[config.mk]
export PLATFORM = sky130hd
export DESIGN_NAME = count_seq_monitor
export DESIGN_NICKNAME = d
export VERILOG_FILES = /design/src/rtl/count_seq_monitor.sv
export SDC_FILE = /design/constraint.sdc
export NUM_CORES = 1
export LEC_CHECK = 0
export BUFFER_PORTS_ARGS = -buffer_cell sky130_fd_sc_hd__buf_2
export CORE_ASPECT_RATIO = 0.75
export CORE_MARGIN = 2
export CORE_UTILIZATION = 25
export DETAILED_ROUTE_END_ITERATION = 6
export HOLD_SLACK_MARGIN = 0.02
export SLEW_MARGIN = 25
export SYNTH_ARGS = -nofsm -noshare
export SYNTH_HDL_FRONTEND = slang
export SYNTH_SLANG_ARGS = --single-unit
export TNS_END_PERCENT = 50
[constraint.sdc]
create_clock -name clk -period 2.3 [get_ports clk]
set_input_delay 0.115 -clock clk [delete_from_list [all_inputs] [get_ports clk]]
set_output_delay 0.115 -clock clk [all_outputs]
set_load 0.02 [all_outputs]
[src/rtl/count_seq_monitor.sv]
// Health monitor for a free-running W-bit up-counter: locks onto a run of +1 mod 2^W steps,
// pulses tc on every observed wrap while locked, and keeps a sticky flag plus saturating fault tally.
module count_seq_monitor #(
  parameter int W           = 3,
  parameter int LOCK_CYCLES = 2,
  parameter int WRAP_W      = 8,
  parameter int ERR_W       = 4,
  parameter bit AUTO_RELOCK = 1'b1
) (
  input  logic              clk,
  input  logic              rst,
  input  logic              en,
  input  logic [W-1:0]      count_in,
  input  logic              clr_err,
  output logic              locked,
  output logic              tc,
  output logic [WRAP_W-1:0] wrap_cnt,
  output logic              err,
  output logic [ERR_W-1:0]  err_cnt
);
  localparam int RUN_W = $clog2(LOCK_CYCLES + 1);
  localparam logic [W-1:0]     CNT_MAX = '1;
  localparam logic [ERR_W-1:0] ERR_MAX = '1;

  typedef enum logic [1:0] {S_IDLE, S_ACQUIRE, S_LOCKED, S_FAULT} state_t;

  state_t            state, state_n;
  logic [W-1:0]      prev, prev_n;
  logic [RUN_W-1:0]  run, run_n;
  logic              tc_n;
  logic [WRAP_W-1:0] wrap_n;
  logic              err_n;
  logic [ERR_W-1:0]  err_cnt_n;
  logic              good;
  logic              fault;

  // A held value is a stall, not a step, so only an exact +1 (with wrap) counts.
  assign good   = (count_in == prev + W'(1));
  assign locked = (state == S_LOCKED);

  always_ff @(posedge clk) begin
    if (rst) begin
      state    <= S_IDLE;
      prev     <= '0;
      run      <= '0;
      tc       <= 1'b0;
      wrap_cnt <= '0;
      err      <= 1'b0;
      err_cnt  <= '0;
    end else begin
      state    <= state_n;
      prev     <= prev_n;
      run      <= run_n;
      tc       <= tc_n;
      wrap_cnt <= wrap_n;
      err      <= err_n;
      err_cnt  <= err_cnt_n;
    end
  end

  always_comb begin
    state_n = state;
    prev_n  = prev;
    run_n   = run;
    tc_n    = 1'b0;
    wrap_n  = wrap_cnt;
    fault   = 1'b0;
    if (!en) begin
      state_n = S_IDLE;
    end else begin
      unique case (state)
        S_IDLE: begin
          prev_n  = count_in;
          run_n   = '0;
          state_n = S_ACQUIRE;
        end
        S_ACQUIRE: begin
          prev_n = count_in;
          if (good) begin
            run_n = run + RUN_W'(1);
            if (int'(run) + 1 == LOCK_CYCLES) state_n = S_LOCKED;
          end else begin
            run_n = '0;
          end
        end
        S_LOCKED: begin
          prev_n = count_in;
          if (good) begin
            // good step out of the top value is by definition the wrap to 0
            if (prev == CNT_MAX) begin
              tc_n   = 1'b1;
              wrap_n = wrap_cnt + WRAP_W'(1);
            end
          end else begin
            fault   = 1'b1;
            run_n   = '0;
            state_n = S_FAULT;
          end
        end
        S_FAULT: begin
          if (AUTO_RELOCK || clr_err) begin
            prev_n  = count_in;
            state_n = S_ACQUIRE;
          end
        end
        default: state_n = S_IDLE;
      endcase
    end
  end

  // A fault arriving with clr_err restarts the tally at one instead of clearing it.
  always_comb begin
    err_n     = err;
    err_cnt_n = err_cnt;
    if (fault) begin
      err_n     = 1'b1;
      err_cnt_n = clr_err ? ERR_W'(1)
                          : ((err_cnt == ERR_MAX) ? err_cnt : err_cnt + ERR_W'(1));
    end else if (clr_err) begin
      err_n     = 1'b0;
      err_cnt_n = '0;
    end
  end

endmodule

After elaboration in Yosys (flattened, before gate mapping)
Index checks and enable logic that the tools add are counted.
W data, S select, Z words.

storage, ports and cells
  register bits after elaboration = 21
  input bits = 7
  word-level logic and storage cells = 55

cells by class
  add/subtract/negate cells = 5
  equality and inequality tests = 11
  multiplexer cells = 18
  bitwise operators = 3
  reduce and logical (&&, ||, !) cells = 11

operators by type and width
  kind                   number
  $mux W4                4
  $pmux W2 S3            2
  $mux W2                5
  $add A8 B1 Y8 const B  1
  $ne A2 B2 Y1 const B   4
  $reduce_or A4 Y1       2
  $mux W1                6
  $reduce_and A3 Y1      2
  $add A4 B1 Y4 const B  1
  $eq A2 B2 Y1 const B   2
  $eq A4 B4 Y1 const B   1
  $reduce_and A4 Y1      1
  $reduce_or A2 Y1       2
  $add A2 B1 Y3 const B  1
  $add A3 B1 Y3 const B  1
  $eq A3 B2 Y1 const B   1
  $eq A3 B3 Y1           1
  $eq A3 B3 Y1 const B   1
  $mux W3                1
  $not A1 Y1             3
  $reduce_bool A3 Y1     1
  $add A2 B1 Y2 const B  1
  $eq A2 B1 Y1 const B   1
  $logic_not A2 Y1       1
  other kinds (2)        2

Logic depth before layout (Yosys ltp)
Gate-level depths: netlist (run 1).

  word-level depth = 7
  depth in mapped cells = 7
  gate-level depth less buffers = 6

Least setup slack after synthesis (run 1)
No wires, ideal clock.

  kind = flip-flop to flip-flop
  start point = reg prev[0]
  end point = reg wrap_cnt[7]
  library setup time = 0.070 ns
  data arrival time = 1.939 ns
  data required time = 2.230 ns
  path slack = 0.292 ns
  cell stages (with the launch flop) = 7
  buffers on the path = 0
  path through = dfxtp_1 > ha_1 > ha_1 > xnor2_1 > nand4_2 > or4_1 > a21oi_1

between the ends
  longest elaborated chain between the ends = 3

ends and longest elaborated chain
  item                           RTL line  text
  start: declaration             28        logic [W-1:0] prev, prev_n;
  start signal: assignment       52        prev <= prev_n;
  $add A3 B1 Y3                  38        assign good = (count_in == prev + W'(1));
  $eq A3 B3 Y1                   38
  $reduce_and A4 Y1 (no line) *  --
  end signal: assignment         55        wrap_cnt <= wrap_n;
  end: declaration               17        output logic [WRAP_W-1:0] wrap_cnt,

Mark *: on every way between the ends. The rest lies on a longest branch, timed or not.
A chain may end at the register's enable or synchronous reset.

Worst setup path after layout (run 1)
  start point = reg prev[0]
  end point = reg err_cnt[3]

between the ends
  longest elaborated chain between the ends = 7

ends and longest elaborated chain
  item                          RTL line  text
  $add A3 B1 Y3 *               38
  $eq A3 B3 Y1 *                38
  $mux W1 *                     88        if (good) begin
  $mux W1 *                     71        unique case (state)
  $mux W1 *                     68        if (!en) begin
  $reduce_bool A2 Y1 (no line)  --
  $reduce_and A2 Y1 (no line)   --
  end signal: assignment        57        err_cnt <= err_cnt_n;
  end: declaration              19        output logic [ERR_W-1:0] err_cnt

Marks and branches as above.

==> results.sh, run 1 <==
export IMPL_synth_top_area_share_pct=36.8
export IMPL_syn_nets=140
export IMPL_arrival_ps=2260
export IMPL_synthTopCellsByArea="dfxtp_1, ha_1, a21oi_1"
export IMPL_syn_to_final_growth_pct=16.8
export IMPL_die_area_sq_um=5140
export IMPL_drive_gt1_share_pct=22.4
export IMPL_max_clock_freq_mhz=474
export IMPL_maxSlewHeadroom_pct=73.1
export IMPL_gr_total_overflow=0
export IMPL_reg2reg_from="prev[0]$_SDFFE_PP0P_"
export IMPL_routed_via_count=951
export IMPL_die_x_um=82.1
export IMPL_worstSetupPathType="flip-flop to flip-flop"
export IMPL_finalCritPeriodShare_pct=91.8
export IMPL_worstSetupStartpointType="flip-flop"
export IMPL_cts_root_buf="clkbuf_8"
export IMPL_setup_violations=0
export IMPL_hold_path_depth=2
export IMPL_endpoint_kind="flip-flop"
export IMPL_numCtsBuffers=3
export IMPL_crit_path_cell_trace="ha_1 -> ha_1 -> xnor2_1 -> and3_1 -> nor4_1 -> a2111oi_1"
export IMPL_avgSynthCellArea_sq_um=9.15
export IMPL_place_gp_congestion=0.776
export IMPL_cts_setup_buffers=0
export IMPL_power_density_nw_per_um2=507
export IMPL_avgRoutedWirePerCell_um=11.7
export IMPL_ys_warn_count=0
export IMPL_via_per_inst=4.66
export IMPL_power_leakage_nw=0.538
export IMPL_fin_crit_ps=2110
export IMPL_initial_core_util_pct=25.8
export IMPL_critPathBufInv=0
export IMPL_slew_viol_final=0
export IMPL_cpMostUsedCell="ha_1"
export IMPL_post_cts_resized=0
export IMPL_netlist_area_sq_um=1140
export IMPL_r2r_end="err_cnt[3]$_SDFFE_PP0P_"
export IMPL_synthArstFlopShare_pct=0
export IMPL_first_global_vias=903
export IMPL_critPathTopFamily="adder cells"
export IMPL_synth_cell_types=42
export IMPL_tns_ps=0
export IMPL_core_area_sq_um=4440
export IMPL_cap_violations=0
export IMPL_h_tree_depth=1
export IMPL_synth_ff_type="dfxtp_1"
export IMPL_die_h_um=62.6
export IMPL_ys_seq_elements=21
export IMPL_max_stage_delay_ps=370
export IMPL_antenna_found_initial=0
export IMPL_cts_sink_count=21
export IMPL_worstMarginPinSlew_ps=401
export IMPL_crit_path_end="err_cnt[3]$_SDFFE_PP0P_"
export IMPL_placementRows=21
export IMPL_crit_slowest_cell="and3_1"
export IMPL_synth_seq_area_share_pct=36.8
export IMPL_synth_top_cells_by_count="dfxtp_1, a21oi_1, inv_1"
export IMPL_wl_mm=2.38
export IMPL_diodes=0
export IMPL_ff2ff_setup_slack_ps=190
export IMPL_drcViolationCount=0
export IMPL_nets=163
export IMPL_cts_tree="done"
export IMPL_dp_hpwl_mm=1.82
export IMPL_synthCells=125
export IMPL_drtAntennaViolNets=0
export IMPL_crit_cells=6
export IMPL_reg2regPathDepth=6
export IMPL_grt_usage_pct=10.2
export IMPL_hold_path_class="input port to flip-flop"
export IMPL_rsz0062_at_grt="no"
export IMPL_final_util_pct=30.1
export IMPL_grt_pass1_wl_mm=4.20
export IMPL_clk_path_buf_depth=2
export IMPL_drt_iter0_drc=31
export IMPL_synth_top_area_cell="dfxtp_1"
export IMPL_portBuffers=21
export IMPL_first_pass_iters=4
export IMPL_hold_buffers=0
export IMPL_clk_latency_ps=250
export IMPL_synth_edff_count=0
export IMPL_grt_start_max_net_pins=22
export IMPL_skew_ps=2.32
export IMPL_status="finished, final reports clean"
export IMPL_clk_pin_slew_ps=70
export IMPL_synth_most_common_cell="dfxtp_1"
export IMPL_hold_violations=0
export IMPL_cp_startpoint="prev[0]$_SDFFE_PP0P_"
export IMPL_cp_required_ps=2450
export IMPL_cp_max_fo=8
export IMPL_vdd_drop_max_v=0.000277
export IMPL_pin_count=22
-- area by class of cell --
class                   instances  area, sq um
inverters                       9         33.8
repair buffers                 23          120
multi-input cells              90          646
well taps                      57         71.3
flip-flops and latches         21          420
fillers                       468         3100
clock buffers                   4         45.0
-- sequential cells by signal, summed over array words and instances (netlist names) --
name      count
prev          3
tc            1
wrap_cnt      8
err           1
run           2
state         2
err_cnt       4
-- how the worst min path moves through the flow --
stage          startpoint                 endpoint  slack (ps)
6_report          clr_err  err_cnt[2]$_SDFFE_PP0P_         120
3_3_place_gp      clr_err  err_cnt[2]$_SDFFE_PP0P_         380
4_1_cts           clr_err  err_cnt[2]$_SDFFE_PP0P_         110
5_1_grt           clr_err  err_cnt[3]$_SDFFE_PP0P_         110
2_1_floorplan     clr_err  err_cnt[2]$_SDFFE_PP0P_         190
3_5_place_dp      clr_err  err_cnt[2]$_SDFFE_PP0P_         390
-- cell usage in the layout, fill, tap and decap left out, drive strengths merged, types with 4 or more instances in the layout --
master	instances
dfxtp	21
nand3	6
nand2	6
clkbuf	4
ha	8
nor2	8
mux2i	4
nand4	4
buf	23
and3	4
a21oi	10
inv	9
-- metrics by stage --
stage          hold slack (ps)  setup slack [ps]  instance area, sq um  cells  total power [mW]
2_1_floorplan              191               292                  1140    125             0.436
3_3_place_gp               381               242                  1290    200             0.452
3_5_place_dp               385               187                  1290    200             0.453
4_1_cts                    109               170                  1340    204             0.692
5_1_grt                    112              19.6                  1340    204             0.719
6_report                   124               190                  1340    204             0.677
-- logic make-up after synthesis --
kind of cell / share of synthesized area, %
adder cells (fa/ha/maj): 8.75
flip-flops: 36.8
AO/OA/AOI/OAI: 17.9
buffers and inverters: 6.78
multiplexers: 3.50
XOR/XNOR: 3.72
AND/OR/NAND/NOR: 22.5
-- routing by layer --
layer	global-route usage, %	routed length (um)
met1	14.8	1240
met2	14.4	1030
met5	0	0
met4	1.46	8
met3	4.19	106
-- worst reg2reg max path, cell delays in order, from the launching register on --
cell       delay, ps
dfxtp_1          350
ha_1             210
ha_1             280
xnor2_1          330
and3_1           370
nor4_1           100
a2111oi_1        360
-- power by group --
group	internal (mW)	total [mW]	switching, mW
logic	0.0257	0.0693	0.0436
clock network	0.123	0.233	0.110
registers	0.369	0.374	0.00514
total	0.518	0.677	0.159
No activity file was read; power rests on OpenSTA's default activity.
==> run 2: changes to the inputs <==
PLACE_DENSITY = 0.51   (was unset)
==> run 2 against run 1 <==
  * Total power increased by 2.7%
  * Register-to-register slack worse by 20 ps
  * Non-clock buffer count fell by 1
  * Global-route usage increased by 0.42 points
  * Sequential share of layout area barely moved
  * Critical endpoint unchanged
  * Largest power group unchanged
  * Highest routed layer unchanged
==> results.sh, run 2 (synthesis gave the netlist of run 1 again) <==
export IMPL_drtAntennaViolNets=0
export IMPL_status="finished, final reports clean"
export IMPL_finalCritPeriodShare_pct=92.8
export IMPL_holdWs_ps=92.1
export IMPL_die_x_um=82.1
export IMPL_place_gp_congestion=0.772
export IMPL_hold_violations=0
export IMPL_max_clock_freq_mhz=468
export IMPL_cts_tree="done"
export IMPL_via_per_inst=4.90
export IMPL_hold_path_class="input port to flip-flop"
export IMPL_cp_required_ps=2450
export IMPL_cts_sink_count=21
export IMPL_power_density_nw_per_um2=520
export IMPL_cap_violations=0
export IMPL_vdd_drop_max_v=0.000194
export IMPL_grt_usage_pct=10.6
export IMPL_final_cell_mix="dfxtp_1, buf_2, a21oi_1"
export IMPL_wl_mm=2.44
export IMPL_worstMarginPinSlew_ps=404
export IMPL_gr_total_overflow=0
export IMPL_grt_pass1_wl_mm=4.24
export IMPL_first_global_vias=909
export IMPL_placementRows=21
export IMPL_first_pass_iters=4
export IMPL_numCtsBuffers=3
export IMPL_drcViolationCount=0
export IMPL_cp_max_fo=8
export IMPL_n_fill_cell=464
export IMPL_routed_via_count=995
export IMPL_die_h_um=62.6
export IMPL_clk_pin_slew_ps=80
export IMPL_h_tree_depth=1
export IMPL_slew_viol_final=0
export IMPL_top_register="wrap_cnt"
export IMPL_setup_violations=0
export IMPL_rsz0062_at_grt="no"
export IMPL_antenna_found_initial=0
export IMPL_arrival_ps=2280
export IMPL_top_regs="wrap_cnt (8), err_cnt (4), prev (3)"
export IMPL_drt_iter0_drc=41
export IMPL_drive_gt1_share_pct=23.3
export IMPL_hold_path_depth=2
export IMPL_maxSlewHeadroom_pct=72.9
export IMPL_nets=162
export IMPL_worstSetupPathType="flip-flop to flip-flop"
export IMPL_clk_latency_ps=260
export IMPL_dp_hpwl_mm=1.91
export IMPL_worstSetupStartpointType="flip-flop"
export IMPL_portBuffers=21
export IMPL_reg2regPathDepth=6
export IMPL_power_leakage_nw=0.542
export IMPL_initial_core_util_pct=25.8
export IMPL_clk_path_buf_depth=2
export IMPL_syn_to_final_growth_pct=17.0
export IMPL_core_area_sq_um=4440
export IMPL_endpoint_kind="flip-flop"
export IMPL_largest_reg_flops=8
export IMPL_avgRoutedWirePerCell_um=12.0
export IMPL_grt_start_max_net_pins=22
export IMPL_diodes=0
export IMPL_pin_count=22
export IMPL_die_area_sq_um=5140
export IMPL_fin_crit_ps=2130
export IMPL_skew_ps=3.22
export IMPL_cts_root_buf="clkbuf_8"
export IMPL_tns_ps=0
## run 2: cell types whose count changed in the layout (fill, tap and decap cells not counted)
cell / delta
xnor2_2: +1
clkinv_2: +1
xnor2_1: -1
clkbuf_1: -1
buf_4: -1
## run 2: path summary, 6_finish.rpt
path                                          startpoint                  endpoint  slack [ps]
worst max-delay path                prev[0]$_SDFFE_PP0P_   err_cnt[3]$_SDFFE_PP0P_         170
worst max register to register      prev[0]$_SDFFE_PP0P_   err_cnt[3]$_SDFFE_PP0P_         170
worst min-delay path                             clr_err   err_cnt[2]$_SDFFE_PP0P_          90
worst min register to register  wrap_cnt[7]$_SDFFE_PP0P_  wrap_cnt[7]$_SDFFE_PP0P_         480
## run 2: per-layer routing
layer  routed length, um  GRT usage (%)
met5                   0              0
met2                1040           15.5
met4                  25           2.50
met1                1240           14.8
met3                 125           4.05
## run 2: worst max-delay path, stage by stage (launching register included)
cell and delay [ps]:
dfxtp_1 350, ha_1 210, ha_1 300, xnor2_2 180, and3_1 300, o31a_1 320, a2111oi_1 370
## run 2: timing repair
item,CTS,global route
hold buffers,0,0
gates resized for setup,0,1
setup buffers,0,0
setup endpoints to repair,0,2
## run 2: final cells by class
type	instances	area (sq um)	share of cell area [%]
tap	57	71.3	5.33
clock buffer	3	41.3	3.09
sequential	21	420	31.4
timing repair buffer	22	113	8.42
multi-input combinational	90	653	48.8
clock inverter	1	5.00	0.374
inverter	9	33.8	2.53
## run 2: power by group
group	leakage [nW]	switching [mW]	internal, mW
Clock	0.0255	0.127	0.121
Sequential	0.170	0.00502	0.369
Combinational	0.346	0.0456	0.0273
Total	0.542	0.178	0.517
## run 2: stage by stage
step	setup WS, ps	power (mW)	util, %	cells	instance area (sq um)
2_1_floorplan	292	0.436	-	125	1140
3_3_place_gp	169	0.451	28.9	199	1280
3_5_place_dp	110	0.454	28.9	199	1280
4_1_cts	96.4	0.706	30.0	203	1330
5_1_grt	33.2	0.738	30.1	203	1340
6_report	165	0.695	30.1	203	1340
